$ cat src/rtl/arb8way16.sv
// 8-way round-robin arbiter with a registered one-word output holding stage.
// Optional ARB_LOCK_EN adds a per-requester lock input that re-grants the last winner.
//
// state | meaning
// IDLE  | no word held, out_valid=0; any request is arbitrated and captured
// HOLD  | word held in out_data, out_valid=1; arbitrates only on handshake
module arb8way16 #(
  parameter int WIDTH = 16
) (
  input  logic             clk,
  input  logic             reset,
  input  logic [WIDTH-1:0] in0,
  input  logic [WIDTH-1:0] in1,
  input  logic [WIDTH-1:0] in2,
  input  logic [WIDTH-1:0] in3,
  input  logic [WIDTH-1:0] in4,
  input  logic [WIDTH-1:0] in5,
  input  logic [WIDTH-1:0] in6,
  input  logic [WIDTH-1:0] in7,
  input  logic [7:0]       req,
`ifdef ARB_LOCK_EN
  input  logic [7:0]       lock,
`endif
  output logic [7:0]       grant,
  output logic [2:0]       sel,
  output logic [WIDTH-1:0] out_data,
  output logic             out_valid,
  input  logic             out_ready
);

  typedef enum logic {
    IDLE = 1'b0,
    HOLD = 1'b1
  } state_t;

  state_t           state;
  state_t           state_nxt;
  logic [2:0]       ptr;
  logic [2:0]       rr_idx;
  logic [2:0]       win_idx;
  logic [2:0]       cand;
  logic             rr_found;
  logic             any_req;
  logic             arb_en;
  logic             do_grant;
  logic [WIDTH-1:0] in_word [8];

  assign in_word[0] = in0;
  assign in_word[1] = in1;
  assign in_word[2] = in2;
  assign in_word[3] = in3;
  assign in_word[4] = in4;
  assign in_word[5] = in5;
  assign in_word[6] = in6;
  assign in_word[7] = in7;

  assign any_req = |req;

  // Search upward from ptr+1; the i=8 candidate wraps back to ptr itself.
  always_comb begin
    rr_idx   = ptr;
    rr_found = 1'b0;
    cand     = ptr;
    for (int i = 1; i <= 8; i++) begin
      cand = ptr + 3'(i);
      if (!rr_found && req[cand]) begin
        rr_idx   = cand;
        rr_found = 1'b1;
      end
    end
  end

`ifdef ARB_LOCK_EN
  logic lock_active;
  logic lock_hit;

  // ptr always names the last winner, so it doubles as the locked index.
  assign lock_hit = lock_active && req[ptr] && lock[ptr];
  assign win_idx  = lock_hit ? ptr : rr_idx;

  always_ff @(posedge clk) begin
    if (reset) begin
      lock_active <= 1'b0;
    end else if (do_grant) begin
      lock_active <= lock[win_idx];
    end
  end
`else
  assign win_idx = rr_idx;
`endif

  always_ff @(posedge clk) begin
    if (reset) begin
      state <= IDLE;
    end else begin
      state <= state_nxt;
    end
  end

  always_comb begin
    state_nxt = state;
    arb_en    = 1'b0;
    case (state)
      IDLE: begin
        arb_en = 1'b1;
        if (any_req) begin
          state_nxt = HOLD;
        end
      end
      HOLD: begin
        if (out_ready) begin
          arb_en = 1'b1;
          if (!any_req) begin
            state_nxt = IDLE;
          end
        end
      end
      default: begin
        state_nxt = IDLE;
      end
    endcase
  end

  assign do_grant  = arb_en && any_req && !reset;
  assign grant     = do_grant ? (8'b0000_0001 << win_idx) : 8'h00;
  assign out_valid = (state == HOLD);

  always_ff @(posedge clk) begin
    if (reset) begin
      out_data <= '0;
      sel      <= 3'd0;
      ptr      <= 3'd7;
    end else if (do_grant) begin
      out_data <= in_word[win_idx];
      sel      <= win_idx;
      ptr      <= win_idx;
    end
  end

endmodule

$ cat config.mk
export PLATFORM = sky130hd
export DESIGN_NAME = arb8way16
export DESIGN_NICKNAME = d
export VERILOG_FILES = /design/src/rtl/arb8way16.sv
export SDC_FILE = /design/constraint.sdc
export NUM_CORES = 1
export LEC_CHECK = 0
export BUFFER_PORTS_ARGS = -buffer_cell sky130_fd_sc_hd__buf_4
export CORE_MARGIN = 10
export CORE_UTILIZATION = 46
export DETAILED_ROUTE_END_ITERATION = 6
export GPL_ROUTABILITY_DRIVEN = 0
export HOLD_SLACK_MARGIN = 0.08
export PLACE_DENSITY_LB_ADDON = 0.3
export SLEW_MARGIN = 15
export SYNTH_ARGS = -nofsm -noshare
export SYNTH_HDL_FRONTEND = slang
export SYNTH_SLANG_ARGS = --single-unit
$ cat constraint.sdc
create_clock -name clk -period 4.28 [get_ports clk]
set_clock_uncertainty 0.05 [all_clocks]
set_input_delay 0.428 -clock clk [delete_from_list [all_inputs] [get_ports clk]]
set_output_delay 0.428 -clock clk [all_outputs]
set_load 0.05 [all_outputs]
==> out/metrics.yaml <==
status: "finished clean"
final_nets: 636
slowest_delay_ns: 0.40
via_per_inst: 6.05
core_region_area_mm2: 0.00631
final_layout_size_suffix_gt1_frac: 0.478
htree_num_levels: 1
cts_tree: "built"
clk_latency_ns: 0.26
synth-seq-area-share: 0.154
yosysWarnings: 0
grt-ovfl-total: 0
vias: 3457
worstPathCellList: "inv_1 -> ha_4 -> mux2i_2 -> mux2i_1 -> o211a_2 -> or3_1 -> o22ai_1 -> o32a_1 -> buf_4 -> nand3_1 -> nor2b_2 -> buf_4"
cp_slowest_cell: "or3_1"
worst_setup_path_start_kind: "register"
place_ws_ns: 0.323
finalSetupViolations: 0
critPathCaptureType: "output port"
start_util: 0.473
slew-limit-headroom: 0.307
ant_nets: 0
clkTransAtPathRegs_ns: 0.08
synth_top_area_share: 0.244
synth_area_mm2: 0.00299
setup_slack_ns: 0.353
syn_to_final_growth_pct: 48.3
crit_arrival_ns: 3.45
grt_max_degree: 39
slew_violations: 0
drtPass1Iterations: 6
cts_buffers: 3
drt-total-wl_mm: 11.9
cts.sinks: 23
max_freq_mhz: 255
finalCriticalPeriod_ns: 3.93
synth_seq_cells: 23
cp_top_family: "simple AND/OR/NAND/NOR gates"
dp_hpwl_mm: 9.74
path_class: "register to output port"
drtIter0Drc: 210
synth_common_cells: "mux2i_1 (73), nand2_1 (26), dfxtp_1 (23)"
hp-class: "input pin to register"
ys_top_cells_by_area: "mux2i_1 (24%), dfxtp_1 (15%), mux4_2 (8.3%)"
fin_crit_sh: 0.918
async_flop_share: 0
port_buffers: 166
root_buffer: "clkbuf_8"
wl_per_cell_um: 20.8
synth-edff-count: 0
r2r-start: "ptr[0]$_SDFFE_PP1P_"
hold_start: "reset"
synth.most_common_cell: "mux2i_1"
cp_max_fo: 13
grt_antenna_before_repair: 0
rows: 29
setup_tns_ns: 0
die_h_um: 101
drv_cap: 0
ys.flop_type: "dfxtp_1"
hold_buffers: 0
ios: 167
tightest_slew_ns: 1.04
rsz0062_at_grt: "false"
first_global_vias: 3632
antennaDiodeCount: 0
netlist_instances: 331
clockBufferDepth: 2
crit_top_cell: "buf_4"
synth.avg_cell_area_um2: 9.03
die_x_um: 101
route.detailed.drc: 0
ys_types: 63
crit_required_ns: 3.80
synth_nets: 472
grt_use_total: 0.220
startpoint: "ptr[0]$_SDFFE_PP1P_"
yosysTopAreaCell: "mux2i_1"
path_buf_inv: 3
grt_pass1_wl_mm: 18.2
hold_viol_final: 0
die_area_mm2: 0.0101
what timing repair did:
| action | CTS | global route |
|---|---|---|
| buffers inserted | 0 | 7 |
| setup endpoints to repair | 0 | 14 |
| resized for setup | 0 | 6 |
worst register-to-register path, stage by stage (launching register included):
cell and delay, ns:
dfxtp_1 0.33, inv_1 0.12, ha_4 0.37, mux2i_2 0.32, mux2i_1 0.17, o211ai_1 0.34
o211ai_1 0.20, a21oi_2 0.33, xnor2_4 0.20, buf_4 0.24, buf_4 0.30, mux2i_1 0.23
mux2_2 0.17, nand2_1 0.05, a32o_1 0.25
final timing paths:
kind	cells after the start	end	slack (ns)
setup / recovery	12	grant[3]	0.35
hold / removal	2	sel[0]$_SDFFE_PP0P_	0.37
setup reg to reg	14	out_data[1]$_SDFFE_PP0P_	0.51
hold reg to reg	2	out_data[13]$_SDFFE_PP0P_	0.42
layout by cell type, fill, tap and decap left out, types with 3 or more instances in the layout:
master,Yosys,final
a22oi_1,18,18
a21oi_1,13,13
nand2_1,26,26
nor2_1,14,12
xnor2_1,3,3
nor2_2,1,3
clkbuf_8,0,3
mux4_2,11,11
dfxtp_1,23,23
nand3_1,6,6
nand4_1,3,3
buf_4,5,186
mux2i_1,73,70
inv_1,7,7
mux2i_2,1,4
nor2b_1,7,4
nor3_1,7,7
a32o_1,13,13
o21ai_0,7,7
mux2_1,5,5
mux2_2,13,13
nor2b_2,0,3
logic make-up after synthesis:
family                   Yosys count  share of synthesized area
AO/OA/AOI/OAI                     79                      0.203
flip-flops                        23                      0.154
adder cells (fa/ha/maj)            2                    0.00837
multiplexers                     104                      0.405
buffers and inverters             35                     0.0636
XOR/XNOR                           6                     0.0239
AND/OR/NAND/NOR                   82                      0.142
through the flow:
step	area (um2)	hold WS, ns	std cells	utilization
6_report	4430	0.366	571	0.702
5_1_grt	4430	0.382	571	0.702
4_1_cts	4360	0.361	564	0.690
3_5_place_dp	4310	0.405	560	0.683
3_3_place_gp	4310	0.397	560	0.683
2_1_floorplan	3010	0.597	331	-
flip-flops by register name, indices dropped and copies added, names as in the netlist:
register and flops:
ptr 3, out_data 16, out_valid 1, sel 3
final cells by class:
class / instances / area (um2)
Clock buffer: 4 / 45.0
Fill cell: 510 / 1880
Inverter: 7 / 26.3
Multi-Input combinational cell: 273 / 2390
Sequential cell: 23 / 460
Tap cell: 77 / 96.3
Timing Repair Buffer: 187 / 1420
layer usage:
metal	vias to the layer above	part of all wire	track usage
li1	1615	-	-
met1	1650	0.36	0.229
met2	168	0.54	0.414
met3	24	0.082	0.0652
met4	0	0.021	0.0565
met5	-	0	0
Power is not shown: default switching activity piles up to over one toggle a cycle in this logic, so the estimate is an artifact.
